`config.mk`:
```
export PLATFORM = sky130hd
export DESIGN_NAME = branch_checkpoint_queue
export DESIGN_NICKNAME = d
export VERILOG_FILES = /design/src/rtl/bp_pkg.sv /design/src/rtl/bq_storage.sv /design/src/rtl/branch_checkpoint_queue.sv
export SDC_FILE = /design/constraint.sdc
export NUM_CORES = 1
export LEC_CHECK = 0
export ABC_AREA = 1
export CORE_ASPECT_RATIO = 0.5
export CORE_MARGIN = 2
export CORE_UTILIZATION = 40
export DETAILED_ROUTE_END_ITERATION = 8
export PLACE_DENSITY_LB_ADDON = 0.25
export SYNTH_ARGS = -nofsm -noshare
export SYNTH_HDL_FRONTEND = slang
export SYNTH_HIERARCHICAL = 1
export SYNTH_SLANG_ARGS = --single-unit
```
`constraint.sdc`:
```
create_clock -name clk -period 6.29 [get_ports clk]
set_input_delay 1.258 -clock clk [delete_from_list [all_inputs] [get_ports clk]]
set_output_delay 1.258 -clock clk [all_outputs]
set_load 0.05 [all_outputs]
```
`src/rtl/bp_pkg.sv`:
```
// Shared branch-predictor types: checkpoint entry layout, direction encoding
// and the default queue geometry.
package bp_pkg;

  localparam int BQ_DEPTH   = 8;
  localparam int BQ_PC_W    = 32;
  localparam int BQ_GHIST_W = 8;
  localparam int BQ_NCOMP   = 2;
  localparam int BQ_PTR_W   = $clog2(BQ_DEPTH);

  typedef enum logic {
    NOT_TAKEN = 1'b0,
    TAKEN     = 1'b1
  } br_dir_e;

  typedef struct packed {
    logic [BQ_PC_W-1:0]    pc;
    logic [BQ_GHIST_W-1:0] ghist;
    br_dir_e               pred;
    logic [BQ_NCOMP-1:0]   comp;
    logic [BQ_PC_W-1:0]    alt_pc;
  } bq_entry_t;

  // Bit i is set when component predictor i agreed with the actual outcome.
  function automatic logic [BQ_NCOMP-1:0] comp_agree(input logic [BQ_NCOMP-1:0] comp,
                                                     input logic taken);
    comp_agree = ~(comp ^ {BQ_NCOMP{taken}});
  endfunction

endpackage

```
`src/rtl/bq_storage.sv`:
```
// Checkpoint register file: one synchronous write port, one asynchronous
// read port used for the queue head. Contents are intentionally not reset.
module bq_storage
  import bp_pkg::*;
#(
  parameter int DEPTH = BQ_DEPTH,
  localparam int PTR_W = $clog2(DEPTH)
) (
  input  logic             clk,
  input  logic             we_i,
  input  logic [PTR_W-1:0] waddr_i,
  input  bq_entry_t        wdata_i,
  input  logic [PTR_W-1:0] raddr_i,
  output bq_entry_t        rdata_o
);

  bq_entry_t mem_q [DEPTH];

  // Entry write
  always_ff @(posedge clk) begin
    if (we_i) begin
      mem_q[waddr_i] <= wdata_i;
    end
  end

  assign rdata_o = mem_q[raddr_i];

endmodule

```
`src/rtl/branch_checkpoint_queue.sv`:
```
// In-order queue of branch prediction checkpoints: resolves mispredicts at
// commit, redirects the front end and emits a registered training packet.
module branch_checkpoint_queue
  import bp_pkg::*;
#(
  parameter int DEPTH   = BQ_DEPTH,
  parameter int PC_W    = BQ_PC_W,
  parameter int GHIST_W = BQ_GHIST_W,
  parameter int NCOMP   = BQ_NCOMP
) (
  input  logic                       clk,
  input  logic                       rst_n,
  input  logic                       alloc_valid,
  output logic                       alloc_ready,
  input  logic [PC_W-1:0]            alloc_pc,
  input  logic [GHIST_W-1:0]         alloc_ghist,
  input  logic                       alloc_pred,
  input  logic [NCOMP-1:0]           alloc_comp,
  input  logic [PC_W-1:0]            alloc_alt_pc,
  input  logic                       commit_valid,
  input  logic                       commit_taken,
  input  logic                       ext_flush,
  output logic                       mispredict,
  output logic [PC_W-1:0]            recovery_pc,
  output logic                       upd_valid,
  output logic [PC_W-1:0]            upd_pc,
  output logic [GHIST_W-1:0]         upd_ghist,
  output logic                       upd_taken,
  output logic [NCOMP-1:0]           upd_comp_ok,
  output logic [$clog2(DEPTH):0]     count,
  output logic                       err_overflow,
  output logic                       err_underflow
);

  localparam int PTR_W = $clog2(DEPTH);
  localparam int CNT_W = PTR_W + 1;
  localparam logic [PTR_W-1:0] PTR_ONE   = {{(PTR_W-1){1'b0}}, 1'b1};
  localparam logic [CNT_W-1:0] CNT_ONE   = {{(CNT_W-1){1'b0}}, 1'b1};
  localparam logic [CNT_W-1:0] CNT_DEPTH = CNT_W'(DEPTH);

  logic [PTR_W-1:0]   wr_ptr_q, wr_ptr_d, rd_ptr_q, rd_ptr_d, rd_next_s;
  logic [CNT_W-1:0]   count_q, count_d;
  logic               err_ovf_q, err_ovf_d, err_unf_q, err_unf_d;
  logic               upd_valid_q, upd_valid_d, upd_taken_q, upd_taken_d;
  logic [PC_W-1:0]    upd_pc_q, upd_pc_d;
  logic [GHIST_W-1:0] upd_ghist_q, upd_ghist_d;
  logic [NCOMP-1:0]   upd_comp_ok_q, upd_comp_ok_d;

  logic      empty_s, full_s, alloc_acc_s, do_commit_s, mispredict_s, we_s;
  bq_entry_t head_s, wentry_s;

  assign empty_s      = (count_q == {CNT_W{1'b0}});
  assign full_s       = (count_q == CNT_DEPTH);
  assign alloc_acc_s  = alloc_valid & ~full_s;
  assign do_commit_s  = commit_valid & ~empty_s;
  assign mispredict_s = do_commit_s & (commit_taken != head_s.pred);
  assign rd_next_s    = rd_ptr_q + PTR_ONE;
  // Wrong-path allocs arriving alongside a squash never land in storage.
  assign we_s         = alloc_acc_s & ~mispredict_s & ~ext_flush;

  assign wentry_s.pc     = alloc_pc;
  assign wentry_s.ghist  = alloc_ghist;
  assign wentry_s.pred   = br_dir_e'(alloc_pred);
  assign wentry_s.comp   = alloc_comp;
  assign wentry_s.alt_pc = alloc_alt_pc;

  bq_storage #(.DEPTH(DEPTH)) u_storage (
    .clk     (clk),
    .we_i    (we_s),
    .waddr_i (wr_ptr_q),
    .wdata_i (wentry_s),
    .raddr_i (rd_ptr_q),
    .rdata_o (head_s)
  );

  // Pointer, occupancy, error and training-packet next state
  always_comb begin
    wr_ptr_d      = wr_ptr_q;
    rd_ptr_d      = rd_ptr_q;
    count_d       = count_q;
    err_ovf_d     = err_ovf_q | (alloc_valid & full_s & ~mispredict_s);
    err_unf_d     = err_unf_q | (commit_valid & empty_s);
    upd_valid_d   = do_commit_s;
    upd_pc_d      = upd_pc_q;
    upd_ghist_d   = upd_ghist_q;
    upd_taken_d   = upd_taken_q;
    upd_comp_ok_d = upd_comp_ok_q;
    if (do_commit_s) begin
      rd_ptr_d      = rd_next_s;
      upd_pc_d      = head_s.pc;
      upd_ghist_d   = head_s.ghist;
      upd_taken_d   = commit_taken;
      upd_comp_ok_d = comp_agree(head_s.comp, commit_taken);
    end else begin
      rd_ptr_d = rd_ptr_q;
    end
    if (mispredict_s || ext_flush) begin
      wr_ptr_d = rd_ptr_d;
      count_d  = {CNT_W{1'b0}};
    end else begin
      if (alloc_acc_s) begin
        wr_ptr_d = wr_ptr_q + PTR_ONE;
      end else begin
        wr_ptr_d = wr_ptr_q;
      end
      if (alloc_acc_s && !do_commit_s) begin
        count_d = count_q + CNT_ONE;
      end else if (!alloc_acc_s && do_commit_s) begin
        count_d = count_q - CNT_ONE;
      end else begin
        count_d = count_q;
      end
    end
  end

  // State registers with synchronous active-low reset
  always_ff @(posedge clk) begin
    if (!rst_n) begin
      wr_ptr_q      <= {PTR_W{1'b0}};
      rd_ptr_q      <= {PTR_W{1'b0}};
      count_q       <= {CNT_W{1'b0}};
      err_ovf_q     <= 1'b0;
      err_unf_q     <= 1'b0;
      upd_valid_q   <= 1'b0;
      upd_pc_q      <= {PC_W{1'b0}};
      upd_ghist_q   <= {GHIST_W{1'b0}};
      upd_taken_q   <= 1'b0;
      upd_comp_ok_q <= {NCOMP{1'b0}};
    end else begin
      wr_ptr_q      <= wr_ptr_d;
      rd_ptr_q      <= rd_ptr_d;
      count_q       <= count_d;
      err_ovf_q     <= err_ovf_d;
      err_unf_q     <= err_unf_d;
      upd_valid_q   <= upd_valid_d;
      upd_pc_q      <= upd_pc_d;
      upd_ghist_q   <= upd_ghist_d;
      upd_taken_q   <= upd_taken_d;
      upd_comp_ok_q <= upd_comp_ok_d;
    end
  end

  assign alloc_ready   = ~full_s;
  assign mispredict    = mispredict_s;
  assign recovery_pc   = mispredict_s ? head_s.alt_pc : {PC_W{1'b0}};
  assign upd_valid     = upd_valid_q;
  assign upd_pc        = upd_pc_q;
  assign upd_ghist     = upd_ghist_q;
  assign upd_taken     = upd_taken_q;
  assign upd_comp_ok   = upd_comp_ok_q;
  assign count         = count_q;
  assign err_overflow  = err_ovf_q;
  assign err_underflow = err_unf_q;

endmodule

```
=== Word-level counts from Yosys, hierarchy flattened ===
Memory sizes are Yosys's and may differ from the RTL's. A register that Yosys moved wholly into a read port is not among the register bits.
Cells that the tools add are included.

* Bits in writable memories: 600
* Input bits: 81
* Logic and storage cells: 52
* Memories kept: 1
* Register bits: 56
* Output and inout bits: 84

{| class="wikitable"
|+ Memory list
! name !! depth !! bits a word !! rd ports !! clocked after Yosys merged registers in !! wr ports !! RTL line !! RTL
|-
| u_storage.mem_q || 8 || 75 || 1 || 1 || 1 || bq_storage.sv:17 || <nowiki>bq_entry_t mem_q [DEPTH];</nowiki>
|}

* $add $sub $neg: 4
* Equal/unequal tests: 2
* Reductions and logical operators: 9
* Multiplexer cells: 9
* Bitwise operators: 17

{| class="wikitable"
|+ Operators by type and width
! kind !! count
|-
| 2-to-1 mux 32 bit || 1
|-
| 2-to-1 mux 3 bit || 4
|-
| AND 1 bit || 8
|-
| 2-to-1 mux 4 bit || 2
|-
| adder 3 x 1 -> 3 bit, second input constant || 2
|-
| inverter 1 bit || 5
|-
| adder 4 x 1 -> 4 bit, second input constant || 1
|-
| equality test 4 bit, second input constant || 1
|-
| zero test 4 bit || 1
|-
| nonzero test 2 bit || 2
|-
| subtractor 4 x 1 -> 4 bit, second input constant || 1
|-
| logical AND 1 bit || 2
|-
| zero test 1 bit || 2
|-
| 2-to-1 mux 1 bit || 2
|-
| inverter 2 bit || 1
|-
| OR 1 bit || 2
|-
| OR reduction 2 bit || 1
|-
| bitwise XOR 2 bit || 1
|-
| logical OR 1 bit || 1
|-
| != test 1 bit || 1
|}

=== Depth between registers and ports, before layout ===
* Word-level depth: 9
* Gate-level depth with buffers: 17
* Depth with buffers taken out: 15

=== Modules after synthesis ===
The synthesis kept the hierarchy.

{| class="wikitable"
|+ By module, submodules not included
! module !! seq. area each (um2) !! cells each !! area an instance (um2) !! instances
|-
| bq_storage || 18,017.3 || 2,610 || 26,061.2 || 1
|-
| branch_checkpoint_queue || 1,121.1 || 366 || 2,626.3 || 1
|}

=== Least setup slack after synthesis ===
OpenSTA, ideal clock, no wires.

* Kind: register to register
* From: reg count_q[0], in the netlist count[0]
* To: mem u_storage/mem_q[1][0] (netlist name) (enable)
* Stages on the path, launching flop included: 9
* Arrival: 4,915 ps
* Setup slack: 866 ps
* Library setup time: 509 ps
* Cell sequence: dfxtp_1 -> nor2_4 -> nand2_1 -> nand2_2 -> inv_1 -> nand3_1 -> inv_1 -> nand2_1 -> nor2_1

* Elaborated cells between the ends (all ways): 12
* Classes of those cells: eq/ne: 1; mux: 2; bitwise: 8; reduce/logical: 1

{| class="wikitable"
|+ RTL lines
! element !! RTL line !! RTL
|-
| start: declaration || branch_checkpoint_queue.sv:42 || <nowiki>logic [CNT_W-1:0] count_q, count_d;</nowiki>
|-
| start signal: assignment || branch_checkpoint_queue.sv:121 || <nowiki>count_q <= {CNT_W{1'b0}};</nowiki>
|-
| start signal: assignment || branch_checkpoint_queue.sv:132 || <nowiki>count_q <= count_d;</nowiki>
|-
| equality test 4 bit || branch_checkpoint_queue.sv:53 || <nowiki>assign full_s = (count_q == CNT_DEPTH);</nowiki>
|-
| inverter 1 bit || n/a ||
|-
| named net alloc_ready || branch_checkpoint_queue.sv:14 || <nowiki>output logic alloc_ready,</nowiki>
|-
| AND 1 bit || branch_checkpoint_queue.sv:54 || <nowiki>assign alloc_acc_s = alloc_valid & ~full_s;</nowiki>
|-
| AND 1 bit (2 in a row) || branch_checkpoint_queue.sv:59 || <nowiki>assign we_s = alloc_acc_s & ~mispredict_s & ~ext_flush;</nowiki>
|-
| named net we_s || branch_checkpoint_queue.sv:49 || <nowiki>logic empty_s, full_s, alloc_acc_s, do_commit_s, mispredict_s, we_s;</nowiki>
|-
| 2-to-1 mux 1 bit || bq_storage.sv:21 || <nowiki>if (we_i) begin</nowiki>
|-
| 2-to-1 mux 1 bit (implied by the code) || bq_storage.sv:22 || <nowiki>mem_q[waddr_i] <= wdata_i;</nowiki>
|-
| end: declaration || bq_storage.sv:17 ||
|}

The timed path passes the listed nets, and every way through them passes these cells.

==> flow_metrics.env <==
export IMPL_status="finished clean"
export IMPL_vdd_drop_max_v=0.0002089
export IMPL_cp_start_kind="flop"
export IMPL_wl_met1_mm=30.54
export IMPL_rr_worst_depth=16
export IMPL_tightestPinTransition_ps=1146
export IMPL_drt_initial_drc_count=1157
export IMPL_syn_to_final_growth_pct=15.51
export IMPL_yosys_warnings=6
export IMPL_synth_edf_count=600
export IMPL_antenna_found_initial=4
export IMPL_synth_top_area_cell="edfxtp_1"
export IMPL_vias_per_cell=4.627
export IMPL_regToRegEndpoint="u_storage/mem_q[1][53]"
export IMPL_ctsHoldBuffers=0
export IMPL_endpoint_kind="output port"
export IMPL_grt_pass1_wl_mm=104.4
export IMPL_path_clk_slew_ps=60
export IMPL_leakagePower_nw=14.58
export IMPL_num_vias=19030
export IMPL_finClkSkew_ps=13.90
export IMPL_synthArstFlopShare_pct=0
export IMPL_routed_wl_met3_mm=2.817
export IMPL_globalplace_congestion=0.7826
export IMPL_power_density_mw_per_mm2=328.5
export IMPL_r2r_slack_ps=2270
export IMPL_clock_latency_ps=630
export IMPL_post_cts_setup_buffers=0
export IMPL_top_layer_used="met4"
export IMPL_drive_gt1_share_pct=4.286
export IMPL_finalCritPeriodShare_pct=82.29
export IMPL_place_ws_ps=1035
export IMPL_grt_max_degree=112
export IMPL_route_detailed_drc=0
export IMPL_cap_violations=0
export IMPL_portBuffers=164
export IMPL_drv_slew=0
export IMPL_cp_max_fo=80
export IMPL_ys_types=26
export IMPL_required_ps=5030
export IMPL_hpwl_mm=35.09
export IMPL_max_freq_mhz=193.2
export IMPL_arrival_ps=3920
export IMPL_wl_per_cell_um=16.33
export IMPL_netlist_instances=2976
export IMPL_wl_met2_mm=32.39
export IMPL_synth_nets=3063
export IMPL_initial_core_util_pct=40.42
export IMPL_ys_seq_elements=656
export IMPL_antenna_left=0
export IMPL_synth_area_top_cells="edfxtp_1, nand2_1, inv_1"
export IMPL_worstHoldStart="upd_pc[6]"
export IMPL_finalHoldViolCount=0
export IMPL_die_w_um=382.7
export IMPL_finalSetupTns_ps=0
export IMPL_setup_viol_count_final=0
export IMPL_htree_levels=2
export IMPL_grt_overflow_total=0
export IMPL_synth_ff_type="edfxtp_1"
export IMPL_die_area_mm2=0.07401
export IMPL_timing_rr_start="rd_ptr_q[0]"
export IMPL_firstDrtPassIters=5
export IMPL_ios=165
export IMPL_worstHoldPathType="flop to flop"
export IMPL_rows=69
export IMPL_synth_top_area_share_pct=62.81
export IMPL_criticalPathCategory="flop to output port"
export IMPL_postSynthAreaPerCell_um2=9.640
export IMPL_grtUsageTotal_pct=18.13
export IMPL_die_y_um=193.4
export IMPL_seq_area_frac_synth_pct=66.71
export IMPL_fin_nets=3187
export IMPL_fill_cells=6575
export IMPL_cts_tree="yes"
export IMPL_root_buffer="clkbuf_16"
export IMPL_clk_path_buf_depth=3
export IMPL_cts_made_buffers=60
export IMPL_ctsResizeCount=0
export IMPL_cts_sinks=656
export IMPL_hold_depth=2
export IMPL_synth_common_cells="nand2_1, inv_1, edfxtp_1"
export IMPL_synth_most_common_cell="nand2_1"
export IMPL_slew_headroom_pct=23.52
export IMPL_coreArea_mm2=0.07097
export IMPL_min_period_ps=5176
export IMPL_min_to="upd_pc[6]"
export IMPL_wl_mm=67.16
export IMPL_setup_ws_ps=1114
export IMPL_rsz0062_at_grt="false"
export IMPL_syn_area_mm2=0.02869
export IMPL_grt_pass1_vias=18280
-- metrics by stage --
| step | hold WS (ps) | util (%) | instance area [µm²] | cells | total power, mW |
|---|---|---|---|---|---|
| 2_1_floorplan | 474.4 | - | 28690 | 2976 | 6.768 |
| 3_3_place_gp | 447.9 | 44.05 | 31260 | 3996 | 7.440 |
| 3_5_place_dp | 452.7 | 44.05 | 31260 | 3996 | 7.467 |
| 4_1_cts | 462.3 | 46.68 | 33130 | 4108 | 11.00 |
| 5_1_grt | 474.5 | 46.70 | 33140 | 4112 | 11.43 |
| 6_report | 460.9 | 46.70 | 33140 | 4112 | 10.89 |
-- worst max-delay path by stage --
stage            startpoint               endpoint  slack, ps  cells after the start
2_1_floorplan      count[0]  u_storage/mem_q[1][0]        870                      8
3_3_place_gp   commit_taken        recovery_pc[11]       1100                      7
3_5_place_dp   commit_taken         recovery_pc[1]       1040                      7
4_1_cts         rd_ptr_q[0]         recovery_pc[1]        940                     13
5_1_grt         rd_ptr_q[0]         recovery_pc[8]        650                     13
6_report        rd_ptr_q[0]        recovery_pc[10]       1110                     13
-- sequential cells by signal, indices dropped and copies added (netlist names) --
| register | cells |
|---|---|
| wr_ptr_q | 3 |
| rd_ptr_q | 3 |
| upd_comp_ok | 2 |
| count | 4 |
| upd_taken | 1 |
| err_overflow | 1 |
| upd_ghist | 8 |
| u_storage/mem_q | 600 |
| upd_valid | 1 |
| upd_pc | 32 |
| err_underflow | 1 |
-- cell type report --
class / count / area [µm²] / share of cell area, %
antenna: 4 / 10.01 / 0.03021
clock buffer: 89 / 1652 / 4.984
clock inverter: 23 / 216.5 / 0.6532
inverter: 657 / 2477 / 7.476
multi-input combinational: 1524 / 6432 / 19.41
sequential: 656 / 19150 / 57.79
tap: 958 / 1199 / 3.617
timing repair buffer: 201 / 2002 / 6.041
-- critical path, stage by stage (launching register included) --
cell and delay [ps]:
dfxtp_4 430, inv_8 410, nand2_1 90, nand3_1 90, nand2_1 60, nand2_1 60
nand2_1 110, inv_1 70, nand2_1 40, nand2_1 80, nand3_2 450, buf_4 430
nor2_1 120, clkdlybuf4s50_1 820
-- report_power, final --
group	internal (mW)	total (mW)	switching, mW
clock	1.98	3.53	1.56
sequential	4.95	5.03	0.0811
combinational	0.672	2.32	1.65
-- cells in the final DEF, fill, tap and decap left out, types with 3 or more instances in the layout --
master / n
nand2_1: 1046
inv_1: 652
edfxtp_1: 600
nand3_1: 349
clkdlybuf4s50_1: 163
clkbuf_16: 61
dfxtp_1: 53
a21oi_1: 51
nor2_1: 44
buf_4: 30
clkbuf_1: 26
clkinv_1: 12
nor2_4: 9
clkinv_2: 8
buf_12: 7
xnor2_1: 6
ha_1: 5
diode_2: 4
bufinv_16: 4
nand4_1: 3
dfxtp_4: 3
-- logic make-up (layout without fill, tap and decap cells) --
family                     count (synthesis)  after routing  synth area share [%]
DFF                                      656            656                 66.71
and+or+nand+nor                         1456           1456                 20.70
adders and majority gates                  6              6                0.2879
other                                      0              4                     0
AOI/OAI and AO/OA                         53             53                0.9246
xor gates and xnor gates                   9              9                0.3010
buffers and inverters                    796            970                 11.07
-- per-layer routing --
layer / global-route usage [%] / vias to the layer above
met3: 2.463 / 91
met2: 30.94 / 361
li1: - / 9485
met4: 4.943 / 0
met5: 0 / -
met1: 24.31 / 9090
Note: power is estimated with default switching activity, not from simulation.
